### config.mk
export PLATFORM = sky130hd
export DESIGN_NAME = sram_access_ctrl
export DESIGN_NICKNAME = d
export VERILOG_FILES = /design/src/rtl/sram_access_ctrl.sv
export SDC_FILE = /design/constraint.sdc
export NUM_CORES = 1
export LEC_CHECK = 0
export ABC_AREA = 0
export BUFFER_PORTS_ARGS = -buffer_cell sky130_fd_sc_hd__buf_2
export CORE_MARGIN = 2
export CORE_UTILIZATION = 45
export CTS_BUF_LIST = sky130_fd_sc_hd__clkbuf_16
export DETAILED_ROUTE_END_ITERATION = 8
export PLACE_DENSITY = 0.74
export RECOVER_POWER = 50
export SYNTH_ARGS = -nofsm -noshare
export SYNTH_HDL_FRONTEND = slang
export SYNTH_SLANG_ARGS = --single-unit
### constraint.sdc
create_clock -name clk -period 3.4 [get_ports clk]
set_clock_uncertainty 0.2 [all_clocks]
set_input_delay 0.51 -clock clk [delete_from_list [all_inputs] [get_ports clk]]
set_output_delay 0.51 -clock clk [all_outputs]
set_load 0.01 [all_outputs]
### src/rtl/sram_access_ctrl.sv
`default_nettype none
// +-----------------------------------------------------------------------------+
// | Module   : sram_access_ctrl                                                 |
// | Purpose  : Round-robin arbiter and phase sequencer for the 2-port sram_array |
// |            driven from Bennett clock phase edges.                           |
// | Revision : 1.0 - initial release                                            |
// +-----------------------------------------------------------------------------+
module sram_access_ctrl #(
  parameter int WIDTH  = 16,
  parameter int DEPTH  = 32,
  parameter int AW     = 5,
  parameter int PHASES = 10
) (
  input  logic              clk,
  input  logic              reset,
  input  logic [PHASES-1:0] clkp,
  input  logic              rq0_valid,
  input  logic              rq0_we,
  input  logic [AW-1:0]     rq0_addrA,
  input  logic [AW-1:0]     rq0_addrB,
  input  logic [WIDTH-1:0]  rq0_wdata,
  output logic              rq0_ready,
  output logic              rq0_rvalid,
  input  logic              rq1_valid,
  input  logic              rq1_we,
  input  logic [AW-1:0]     rq1_addrA,
  input  logic [AW-1:0]     rq1_addrB,
  input  logic [WIDTH-1:0]  rq1_wdata,
  output logic              rq1_ready,
  output logic              rq1_rvalid,
  output logic [WIDTH-1:0]  rdataA,
  output logic [WIDTH-1:0]  rdataB,
  output logic              rerr,
  output logic [DEPTH-1:0]  wordA,
  output logic [DEPTH-1:0]  wordB,
  output logic              ReadEn,
  output logic              WriteEn,
  output logic [WIDTH-1:0]  in,
  input  logic [WIDTH-1:0]  outA,
  input  logic [WIDTH-1:0]  outB,
  output logic              busy
);

  typedef enum logic [1:0] {
    S_IDLE   = 2'd0,
    S_ADDR   = 2'd1,
    S_DATA   = 2'd2,
    S_ACCESS = 2'd3
  } ctrlState_t;

  function automatic logic [DEPTH-1:0] oneHot(input logic [AW-1:0] a);
    logic [DEPTH-1:0] v;
    v = '0;
    for (int i = 0; i < DEPTH; i++) begin
      if (32'(a) == 32'(i)) v[i] = 1'b1;
    end
    return v;
  endfunction

  function automatic logic inRange(input logic [AW-1:0] a);
    return (32'(a) < 32'(DEPTH));
  endfunction

  // State and registered outputs
  ctrlState_t        r_state;
  logic [PHASES-1:0] r_clkpPrev;
  logic              r_lastGrant;   // 1: rq1 was granted last
  logic              r_owner;
  logic              r_we;
  logic [AW-1:0]     r_addrA;
  logic [AW-1:0]     r_addrB;
  logic [WIDTH-1:0]  r_wdata;
  logic              r_ready0;
  logic              r_ready1;
  logic              r_rvalid0;
  logic              r_rvalid1;
  logic              r_rerr;
  logic [WIDTH-1:0]  r_rdataA;
  logic [WIDTH-1:0]  r_rdataB;
  logic [DEPTH-1:0]  r_wordA;
  logic [DEPTH-1:0]  r_wordB;
  logic              r_readEn;
  logic              r_writeEn;
  logic [WIDTH-1:0]  r_in;
  logic              r_busy;

  // Next-state values
  ctrlState_t        w_stateNext;
  logic              w_lastGrantNext;
  logic              w_ownerNext;
  logic              w_weNext;
  logic [AW-1:0]     w_addrANext;
  logic [AW-1:0]     w_addrBNext;
  logic [WIDTH-1:0]  w_wdataNext;
  logic              w_ready0Next;
  logic              w_ready1Next;
  logic              w_rvalid0Next;
  logic              w_rvalid1Next;
  logic              w_rerrNext;
  logic [WIDTH-1:0]  w_rdataANext;
  logic [WIDTH-1:0]  w_rdataBNext;
  logic [DEPTH-1:0]  w_wordANext;
  logic [DEPTH-1:0]  w_wordBNext;
  logic              w_readEnNext;
  logic              w_writeEnNext;
  logic [WIDTH-1:0]  w_inNext;
  logic              w_busyNext;

  logic [PHASES-1:0] w_edge;
  logic              w_unusedEdges;
  logic              w_grant1;
  logic              w_selWe;
  logic [AW-1:0]     w_selAddrA;
  logic [AW-1:0]     w_selAddrB;
  logic [WIDTH-1:0]  w_selWdata;
  logic              w_selErr;

  // A phase edge is a rising level seen against the previous clk's sample
  assign w_edge        = clkp & ~r_clkpPrev;
  assign w_unusedEdges = ^w_edge;

  // Both valid: favour the requester that was not granted last
  assign w_grant1   = rq1_valid && (!rq0_valid || !r_lastGrant);
  assign w_selWe    = w_grant1 ? rq1_we    : rq0_we;
  assign w_selAddrA = w_grant1 ? rq1_addrA : rq0_addrA;
  assign w_selAddrB = w_grant1 ? rq1_addrB : rq0_addrB;
  assign w_selWdata = w_grant1 ? rq1_wdata : rq0_wdata;
  assign w_selErr   = !inRange(w_selAddrA) || (!w_selWe && !inRange(w_selAddrB));

  always_comb begin
    w_stateNext     = r_state;
    w_lastGrantNext = r_lastGrant;
    w_ownerNext     = r_owner;
    w_weNext        = r_we;
    w_addrANext     = r_addrA;
    w_addrBNext     = r_addrB;
    w_wdataNext     = r_wdata;
    w_ready0Next    = 1'b0;
    w_ready1Next    = 1'b0;
    w_rvalid0Next   = 1'b0;
    w_rvalid1Next   = 1'b0;
    w_rerrNext      = 1'b0;
    w_rdataANext    = r_rdataA;
    w_rdataBNext    = r_rdataB;
    w_wordANext     = r_wordA;
    w_wordBNext     = r_wordB;
    w_readEnNext    = r_readEn;
    w_writeEnNext   = r_writeEn;
    w_inNext        = r_in;
    w_busyNext      = r_busy;

    case (r_state)
      S_IDLE: begin
        if (w_edge[1] && (rq0_valid || rq1_valid)) begin
          w_stateNext     = S_ADDR;
          w_lastGrantNext = w_grant1;
          w_ownerNext     = w_grant1;
          w_weNext        = w_selWe;
          w_addrANext     = w_selAddrA;
          w_addrBNext     = w_selAddrB;
          w_wdataNext     = w_selWdata;
          w_ready0Next    = !w_grant1;
          w_ready1Next    = w_grant1;
          w_rerrNext      = w_selErr;
          w_busyNext      = 1'b1;
        end
      end

      S_ADDR: begin
        if (w_edge[2]) begin
          w_stateNext = S_DATA;
          w_wordANext = oneHot(r_addrA);
          // Writes drive both ports onto the same row
          w_wordBNext = r_we ? oneHot(r_addrA) : oneHot(r_addrB);
        end
      end

      S_DATA: begin
        if (w_edge[4]) begin
          w_stateNext = S_ACCESS;
          w_inNext    = r_we ? r_wdata : '0;
        end
      end

      S_ACCESS: begin
        if (!r_we) begin
          if (w_edge[8]) begin
            w_stateNext   = S_IDLE;
            w_rdataANext  = outA;
            w_rdataBNext  = outB;
            w_rvalid0Next = !r_owner;
            w_rvalid1Next = r_owner;
            w_readEnNext  = 1'b0;
            w_wordANext   = '0;
            w_wordBNext   = '0;
            w_inNext      = '0;
            w_busyNext    = 1'b0;
          end else if (w_edge[6]) begin
            w_readEnNext = 1'b1;
          end
        end else begin
          if (w_edge[9]) begin
            w_stateNext   = S_IDLE;
            w_writeEnNext = 1'b0;
            w_wordANext   = '0;
            w_wordBNext   = '0;
            w_inNext      = '0;
            w_busyNext    = 1'b0;
          end else if (w_edge[8]) begin
            w_writeEnNext = 1'b1;
          end
        end
      end

      default: begin
        w_stateNext = S_IDLE;
      end
    endcase
  end

  always_ff @(posedge clk) begin
    if (reset) begin
      r_state     <= S_IDLE;
      r_clkpPrev  <= '1;
      r_lastGrant <= 1'b1;
      r_owner     <= 1'b0;
      r_we        <= 1'b0;
      r_addrA     <= '0;
      r_addrB     <= '0;
      r_wdata     <= '0;
      r_ready0    <= 1'b0;
      r_ready1    <= 1'b0;
      r_rvalid0   <= 1'b0;
      r_rvalid1   <= 1'b0;
      r_rerr      <= 1'b0;
      r_rdataA    <= '0;
      r_rdataB    <= '0;
      r_wordA     <= '0;
      r_wordB     <= '0;
      r_readEn    <= 1'b0;
      r_writeEn   <= 1'b0;
      r_in        <= '0;
      r_busy      <= 1'b0;
    end else begin
      r_state     <= w_stateNext;
      r_clkpPrev  <= clkp;
      r_lastGrant <= w_lastGrantNext;
      r_owner     <= w_ownerNext;
      r_we        <= w_weNext;
      r_addrA     <= w_addrANext;
      r_addrB     <= w_addrBNext;
      r_wdata     <= w_wdataNext;
      r_ready0    <= w_ready0Next;
      r_ready1    <= w_ready1Next;
      r_rvalid0   <= w_rvalid0Next;
      r_rvalid1   <= w_rvalid1Next;
      r_rerr      <= w_rerrNext;
      r_rdataA    <= w_rdataANext;
      r_rdataB    <= w_rdataBNext;
      r_wordA     <= w_wordANext;
      r_wordB     <= w_wordBNext;
      r_readEn    <= w_readEnNext;
      r_writeEn   <= w_writeEnNext;
      r_in        <= w_inNext;
      r_busy      <= w_busyNext;
    end
  end

  assign rq0_ready  = r_ready0;
  assign rq1_ready  = r_ready1;
  assign rq0_rvalid = r_rvalid0;
  assign rq1_rvalid = r_rvalid1;
  assign rerr       = r_rerr;
  assign rdataA     = r_rdataA;
  assign rdataB     = r_rdataB;
  assign wordA      = r_wordA;
  assign wordB      = r_wordB;
  assign ReadEn     = r_readEn;
  assign WriteEn    = r_writeEn;
  assign in         = r_in;
  assign busy       = r_busy;

endmodule
`default_nettype wire

==> reports/summary.md, run 1 <==
The flow ran to the end, but the final reports show violations. The checks that failed: max-capacitance violations, max-slew violations. From bottom edge to top edge, the die measures 120 um.

The area of the mapped netlist came out at 0.00610 sq mm. The layout has 1303 filler cells. The synthesized netlist contains 44 unique library cells.

The worst-case IR drop observed on VDD is 0.345 mV. Summing the areas of all xor and xnor instances in the mapped netlist gives 0% of the synthesized area. The clock sink count is 156. The worst path meets setup with 0.875 ns of slack. OpenSTA, run right after detailed placement, puts the worst setup slack at 0.902 ns. The run gives 1 as the number of maximum-capacitance constraint violations.

The number of max-slew violations in the final report is 78. The startpoint class of the critical path was a primary input. The buffers inserted during post-CTS setup optimization was 0; the maximum net fanout on the critical path was 77. The cell row count was 42; the final antenna diode count was 0. Transition time of the tightest slew-check pin: 1.64 ns.

The area growth from synthesis to layout is 25.7%. In this run, synthesis produced a sequential element count of 156. Setup violations remaining at the end of the flow were counted as 0. The starting DRC count in detailed routing came out at 338. In this run, synthesis inferred 0 flip-flops with an integrated enable. The area enclosed by the die boundary is 0.0145 sq mm. The synthesized netlist devotes 0.821% of its cell area to adder and majority cells.

Chip width: 120 um. At the end of routability-driven placement, the weighted congestion stood at 0.879. The completed layout was analyzed and its total power is 4.14 mW.

The post-synthesis mux area share came out at 5.09%. The critical-path cell with the highest stage delay was sky130_fd_sc_hd__clkbuf_2. For the leakage power, the log shows 2.87 nW.

Setup repair after global routing left no endpoint under its margin. The class of the worst hold path is primary input to flop. The part of the cycle the worst path needs is 74.3%.

Buffers placed on the I/O ports in this run total 214. Synthesis produced a netlist with a net count of 769. Dominant combinational cell family by area after synthesis: compound AO/OA/AOI/OAI gates. After technology mapping, the gate count stands at 665. The fraction of the mapped netlist area in simple logic gates works out to 17.4%. The via count of the first global-routing pass is 4963. The number of gates resized after CTS is 0, and the proportion of synthesized flip-flops having asynchronous set or reset is 0%.

In this design, the stage delay of the slowest critical-path cell is 0.84 ns. The final period demand of the worst path is 2.52 ns, and the worst path arrival time is 2.68 ns. Once detail routing completed, the nets flagged for antenna violations numbered 0.

For the initial antenna violation count, the log shows 0. Using the TritonRoute via totals, the vias-per-cell ratio works out to 5.22. The share of the Yosys chip area taken by registers is 51.2%. The smallest hold slack came out at 0.0980 ns.

Traced cell by cell, the critical path runs through clkbuf_1 > clkbuf_2 > a21oi_4 > buf_4 > a22o_1. The clock buffer count from CTS is 17. The later pin in the worst-skew pair is clocked with a latency of 0.42 ns.

After clock tree synthesis, the clock-pin slew on the worst setup and hold paths is 0.06 ns. The run gives 0 as the count of final hold-check violations. The placeable core region came out at 0.0132 sq mm. The commonest cells after synthesis are sky130_fd_sc_hd__dfxtp_1, sky130_fd_sc_hd__nand2_1, sky130_fd_sc_hd__a22o_1. The root buffer cell chosen for the clock tree is sky130_fd_sc_hd__clkbuf_16.

The power density of the placed cells is 540 mW/mm^2. Sorting the synthesized cells by area gives the leading types as sky130_fd_sc_hd__dfxtp_1, sky130_fd_sc_hd__a22o_1, sky130_fd_sc_hd__nand2_1, sky130_fd_sc_hd__mux2i_1, sky130_fd_sc_hd__a211oi_1. The fraction of final layout cells with drive strength greater than 1 was 16.1%. The most used flip-flop cell after synthesis was sky130_fd_sc_hd__dfxtp_1. The run gives 46.0% as the initial standard-cell utilization of the core. sky130_fd_sc_hd__dfxtp_1 takes more of the synthesized area than any other cell. The routed layout has 5442 vias.

The tools report the number of top-level pins as 220. Data on the critical path is required at its endpoint by 3.56 ns. The H-tree was split into 4 levels. Global routing used 21.4% of the available tracks across all layers. Post-detailed-route wirelength per cell: 15.2 um. In this run the tightest slew margin relative to its limit is -9.47%. Detailed placement finished with a half-perimeter wire length of 10900 um.

By startpoint and endpoint, the worst setup path is classified as primary input to flop. The post-synthesis area per instance came out at 9.17 sq um. In the routed design, unresolved DRC markers number 0. The synthesized netlist devotes 21.1% of its cell area to compound gates. In this run the deepest clock path goes through 2 buffers.

By instance count, the leading cell after synthesis is sky130_fd_sc_hd__dfxtp_1. Setup total negative slack on the finished layout was measured at 0 ns. The logs give 0 for the total grt overflow and 24600 um for the wire length of the first global-routing pass.

TritonCTS built the clock tree. Number of warning messages in the yosys log: 0. The total length of routed wires was 15800 um. The tools report the largest net degree at the start of global routing as 78. The run gives 0 as the number of buffers inserted by hold repair at cts.

STA classifies the critical path endpoint as a flop. Measured on the finished design, the core utilization comes to 57.9%. In the final design database the tool counted 957 nets. The share of the synthesized area in the top cell type was 51.2%; the iteration count of the initial detailed-routing pass was 4. The tools report the achievable clock frequency as 0.396 GHz.
-- through the flow --
stage	instances	cell area [sq um]
finish	1042	7660
global route	1042	7660
CTS	1042	7830
detailed placement	1010	7260
global placement	1010	7260
floorplan	665	6100
-- power by group --
group	switching (mW)	internal (mW)
clock	0.706	1.12
combinational	0.229	0.157
sequential	0.0434	1.88
-- registers in the layout, indices dropped and copies added, names as in the netlist --
signal / flops
wordA: 32
wordB: 32
in: 16
r_wdata: 16
rdataA: 16
rdataB: 16
r_clkpPrev: 6
r_addrA: 5
r_addrB: 5
r_state: 2
ReadEn: 1
WriteEn: 1
busy: 1
r_lastGrant: 1
r_owner: 1
r_we: 1
rq0_ready: 1
rq0_rvalid: 1
rq1_ready: 1
rq1_rvalid: 1
-- cells by family (layout without fill, tap and decap cells) --
logic type,count (synthesis),after routing
other,1,1
buffers and inverters,62,263
AOI/OAI and AO/OA,181,181
muxes,31,31
DFF,156,156
adders and majority gates,4,4
and+or+nand+nor,230,230
-- final timing paths --
| check | from | end | slack, ns | cells after the start |
|---|---|---|---|---|
| max | reset | wordB[4] | 0.88 | 5 |
| max reg2reg | r_state[0] | wordB[4] | 0.94 | 4 |
| min reg2reg | in[12] | in[12] | 0.25 | 2 |
| min | clkp[6] | r_clkpPrev[6] | 0.1 | 2 |
-- worst max-delay path: cells and delay by family --
kind / cells / cell delay, ns
buffers and inverters: 3 / 1.50
AOI/OAI and AO/OA: 2 / 0.63
-- layout make-up --
| class | count | area [sq um] | area share [%] |
|---|---|---|---|
| tap | 176 | 220 | 2.87 |
| multi-input combinational | 447 | 2740 | 35.7 |
| inverter | 7 | 26.3 | 0.343 |
| sequential | 156 | 3120 | 40.8 |
| timing repair buffer | 224 | 990 | 12.9 |
| clock buffer | 17 | 425 | 5.55 |
| clock inverter | 15 | 140 | 1.83 |
-- routing by layer --
layer  vias to the layer above  GRT usage [%]  wire (um)
met1                      2496           25.8       6930
met3                        16           6.79       1040
li1                       2762              -          -
met4                         0           7.41        181
met5                         -              0          0
met2                       168           36.0       7650
-- placed cells by master (no fill, tap or decap), types with 8 or more instances in the layout --
cell                          n
sky130_fd_sc_hd__a22o_1      57
sky130_fd_sc_hd__mux2i_1     31
sky130_fd_sc_hd__a21oi_1     32
sky130_fd_sc_hd__o21ai_1     10
sky130_fd_sc_hd__o22ai_1     32
sky130_fd_sc_hd__or2_2        9
sky130_fd_sc_hd__nor2_1      47
sky130_fd_sc_hd__a211oi_1    27
sky130_fd_sc_hd__buf_2       94
sky130_fd_sc_hd__dfxtp_1    156
sky130_fd_sc_hd__clkbuf_16   17
sky130_fd_sc_hd__o2bb2ai_1    8
sky130_fd_sc_hd__clkbuf_1   121
sky130_fd_sc_hd__nand2b_1    16
sky130_fd_sc_hd__inv_1       10
sky130_fd_sc_hd__nand3_1     26
sky130_fd_sc_hd__buf_4        8
sky130_fd_sc_hd__nand2_1     98
(Power assumes the default switching activity.)
==> inputs of run 2 (changes only) <==
==> constraint.sdc (replaced) <==
create_clock -name clk -period 2.6 [get_ports clk]
set_clock_uncertainty 0.2 [all_clocks]
set_input_delay 0.39 -clock clk [delete_from_list [all_inputs] [get_ports clk]]
set_output_delay 0.39 -clock clk [all_outputs]
set_load 0.01 [all_outputs]
==> run 2 against run 1 <==
Compared with the run above:
- the run now ends clean
- register-to-register slack worse by 0.67 ns
- sequential share of layout area down 0.97 points
- cell count up 2.0%
- utilization up 1.4 points
==> reports/summary.md, run 2 (synthesized netlist as in run 1, its figures left out) <==
The initial antenna violation count was 0. The tree is rooted in a sky130_fd_sc_hd__clkbuf_16. Detailed placement finished with a half-perimeter wire length of 11000 um.

The tools report the critical path capture point type as a flop. The classification of the worst setup path was primary input to flop. For the total length of routed wires, the log shows 16000 um. The design draws 5.25 mW. TritonCTS built the clock tree.

In this run the worst path has a maximum fanout of 34. The logs give 10.4% for the combinational cell fraction of total power and 35.6% for the met2 layer usage reported by global route. The final net count is 978, and the final count of negative-setup-slack endpoints is 0.

In this run the deepest clock path goes through 2 buffers. The part of the cycle the worst path needs is 92.5%, and the worst supply voltage drop on vdd is 0.434 mV. The signal on the critical path passes through dlygate4sd3_1 > buf_2 > or3b_1 > nand3_1 > a21oi_4 > buf_12 > o2bb2ai_1.

The final antenna diode count was 0. The tools report the internal power as 3.96 mW. The run gives 59.3% as the post-layout utilization of the core.

STA classifies the critical path startpoint as a primary input. For this design, the sink count on the clock tree is 156. After clock tree synthesis, the clock-pin slew on the worst setup and hold paths is 0.06 ns. Of the total power, the share spent switching nets is 24.5%. Clock tree synthesis inserted a total of 17 buffers. The total grt overflow is 0, and the worst hold path cell count is 3. After detailed routing, the number of remaining DRC violations is 0.

The logs give 3.12% for the worst slew slack as a fraction of its limit and 0 for the number of maximum-capacitance constraint violations. Data on the critical path is required at its endpoint by 2.74 ns. Net switching power figure: 1.29 mW. For this design, the slowest cell found on the critical path is sky130_fd_sc_hd__a21oi_4. For this run, the top clock speed supported by timing is 0.416 GHz. The number of max-slew violations in the final report was 0. After routing, the total negative slack on setup checks comes to 0 ns. The filler cells instantiated in the layout total 1263. Cell row count: 42. The worst path arrival time was 2.55 ns; the iteration count of the initial detailed-routing pass was 5. The count of final hold-check violations is 0.

The first global-routing pass estimated 25300 um of wire. For the proportion of power drawn by the clock network, the log shows 41.8%. The worst register-to-register path has a depth of 5. Global-route layer with the greatest usage: met2. Class of the worst hold path: primary input to flop.

The die extent in y was 120 um; the post-detailed-route wirelength per cell was 15.1 um. Setup repair after global routing left no endpoint under its margin. Clock latency at the later pin of the worst-skew pair: 0.42 ns.

The library cells used most frequently in the layout, excluding fill and tap cells, are sky130_fd_sc_hd__dfxtp_1, sky130_fd_sc_hd__clkbuf_1, sky130_fd_sc_hd__nand2_1, sky130_fd_sc_hd__buf_2, sky130_fd_sc_hd__a22o_1. The run finished with clean final reports. The initial standard-cell utilization of the core is 46.0%, and the chip width is 120 um. The region available for standard cell placement spans 0.0132 sq mm. After detailed routing, the number of vias per cell comes to 5.24.

Summing over every cut layer, the via total after detailed routing is 5566. The routed design could run at a clock period as short as 2.41 ns. The largest net degree at the start of global routing was 72; the signed area change from the synthesized netlist to the final layout was 28.8%.

At the end of routability-driven placement, the weighted congestion stood at 0.908. In the final layout, the share of cells above drive strength 1 is 16.0%. Leaving out fill and tap cells, the most frequent cell in the layout is sky130_fd_sc_hd__dfxtp_1. For this run, global-route usage on met1 was measured as 27.6%. Global routing used 21.9% of the available tracks across all layers. The run gives 5151 as the via count of the first global-routing pass.

The post-detailed-route count of antenna-violating nets is 0, and the leakage power is 2.96 nW. In this run the post-CTS setup repair buffer count came out at 0. The number of port buffers is 214. The power density of the placed cells was 668 mW/mm^2; the number of levels in the clock H-tree was 4. The floorplan step defined a die boundary enclosing 0.0145 sq mm.

For the sequential group share of total power, the log shows 47.8%. The number of top-level pins was 220; the transition time of the tightest slew-check pin was 1.45 ns. Global routing used 6.65% of the available met3 tracks. For this run, the slowest stage of the critical path takes 0.69 ns. The starting DRC count in detailed routing was 389.
==> run 2: cell count changes in the layout (fill, tap and decap cells not counted), sizes merged <==
cell         change
clkinv           +2
dlygate4sd3     +20
clkinvlp         -1
inv              +1
buf              +2
bufinv           -2
clkbuf           -1
==> run 2: final timing paths <==
| kind | slack [ns] | end | from |
|---|---|---|---|
| worst min-delay path | 0.009 | rdataA[6] | outA[6] |
| worst min register to register | 0.25 | in[3] | in[3] |
| worst max register to register | 0.27 | wordA[16] | r_state[0] |
| worst max-delay path | 0.19 | wordA[16] | clkp[8] |
==> run 2: through the flow <==
step | std cells | hold slack [ns] | setup slack, ns | instance area (sq um)
floorplan | 665 | 0.216 | 0.718 | 6100
global placement | 1011 | 0.233 | 0.216 | 7290
detailed placement | 1011 | 0.240 | 0.171 | 7290
CTS | 1062 | 0.00000633 | 0.159 | 8000
global route | 1063 | 0.000159 | 0.0835 | 7850
finish | 1063 | 0.00939 | 0.194 | 7850
==> run 2: final cells by class <==
class	count	area, sq um	area share [%]
sequential	156	3120	39.8
multi-input combinational	447	2740	34.9
timing repair buffer	245	1230	15.6
clock buffer	17	425	5.42
tap	176	220	2.80
clock inverter	15	91.3	1.16
inverter	7	26.3	0.335
==> run 2: repair_timing <==
| action | 4_1_cts | 5_1_grt |
|---|---|---|
| endpoints found under the hold margin | 19 | 1 |
| gates resized for setup | 0 | 1 |
| endpoints found under the setup margin | 0 | 16 |
| hold buffers | 19 | 1 |
==> run 2: critical path: cells and delay by family <==
family	cells	cell delay, ns
buffers and inverters	3	0.95
AO/OA/AOI/OAI	2	0.83
AND/OR/NAND/NOR	2	0.35
==> run 2: per-layer routing <==
metal | vias up | part of all wire [%]
li1 | 2803 | -
met4 | 0 | 1.5
met2 | 205 | 47
met3 | 24 | 6.6
met5 | - | 0
met1 | 2534 | 45
==> run 2: power by group through the flow <==
stage | Clock (mW) | Sequential (mW) | Combinational (mW)
2_1_floorplan | 0 | 2.54 | 0.355
3_3_place_gp | 0 | 2.55 | 0.519
4_1_cts | 2.23 | 2.50 | 0.552
3_5_place_dp | 0 | 2.56 | 0.527
6_report | 2.20 | 2.51 | 0.546
5_1_grt | 2.35 | 2.51 | 0.606
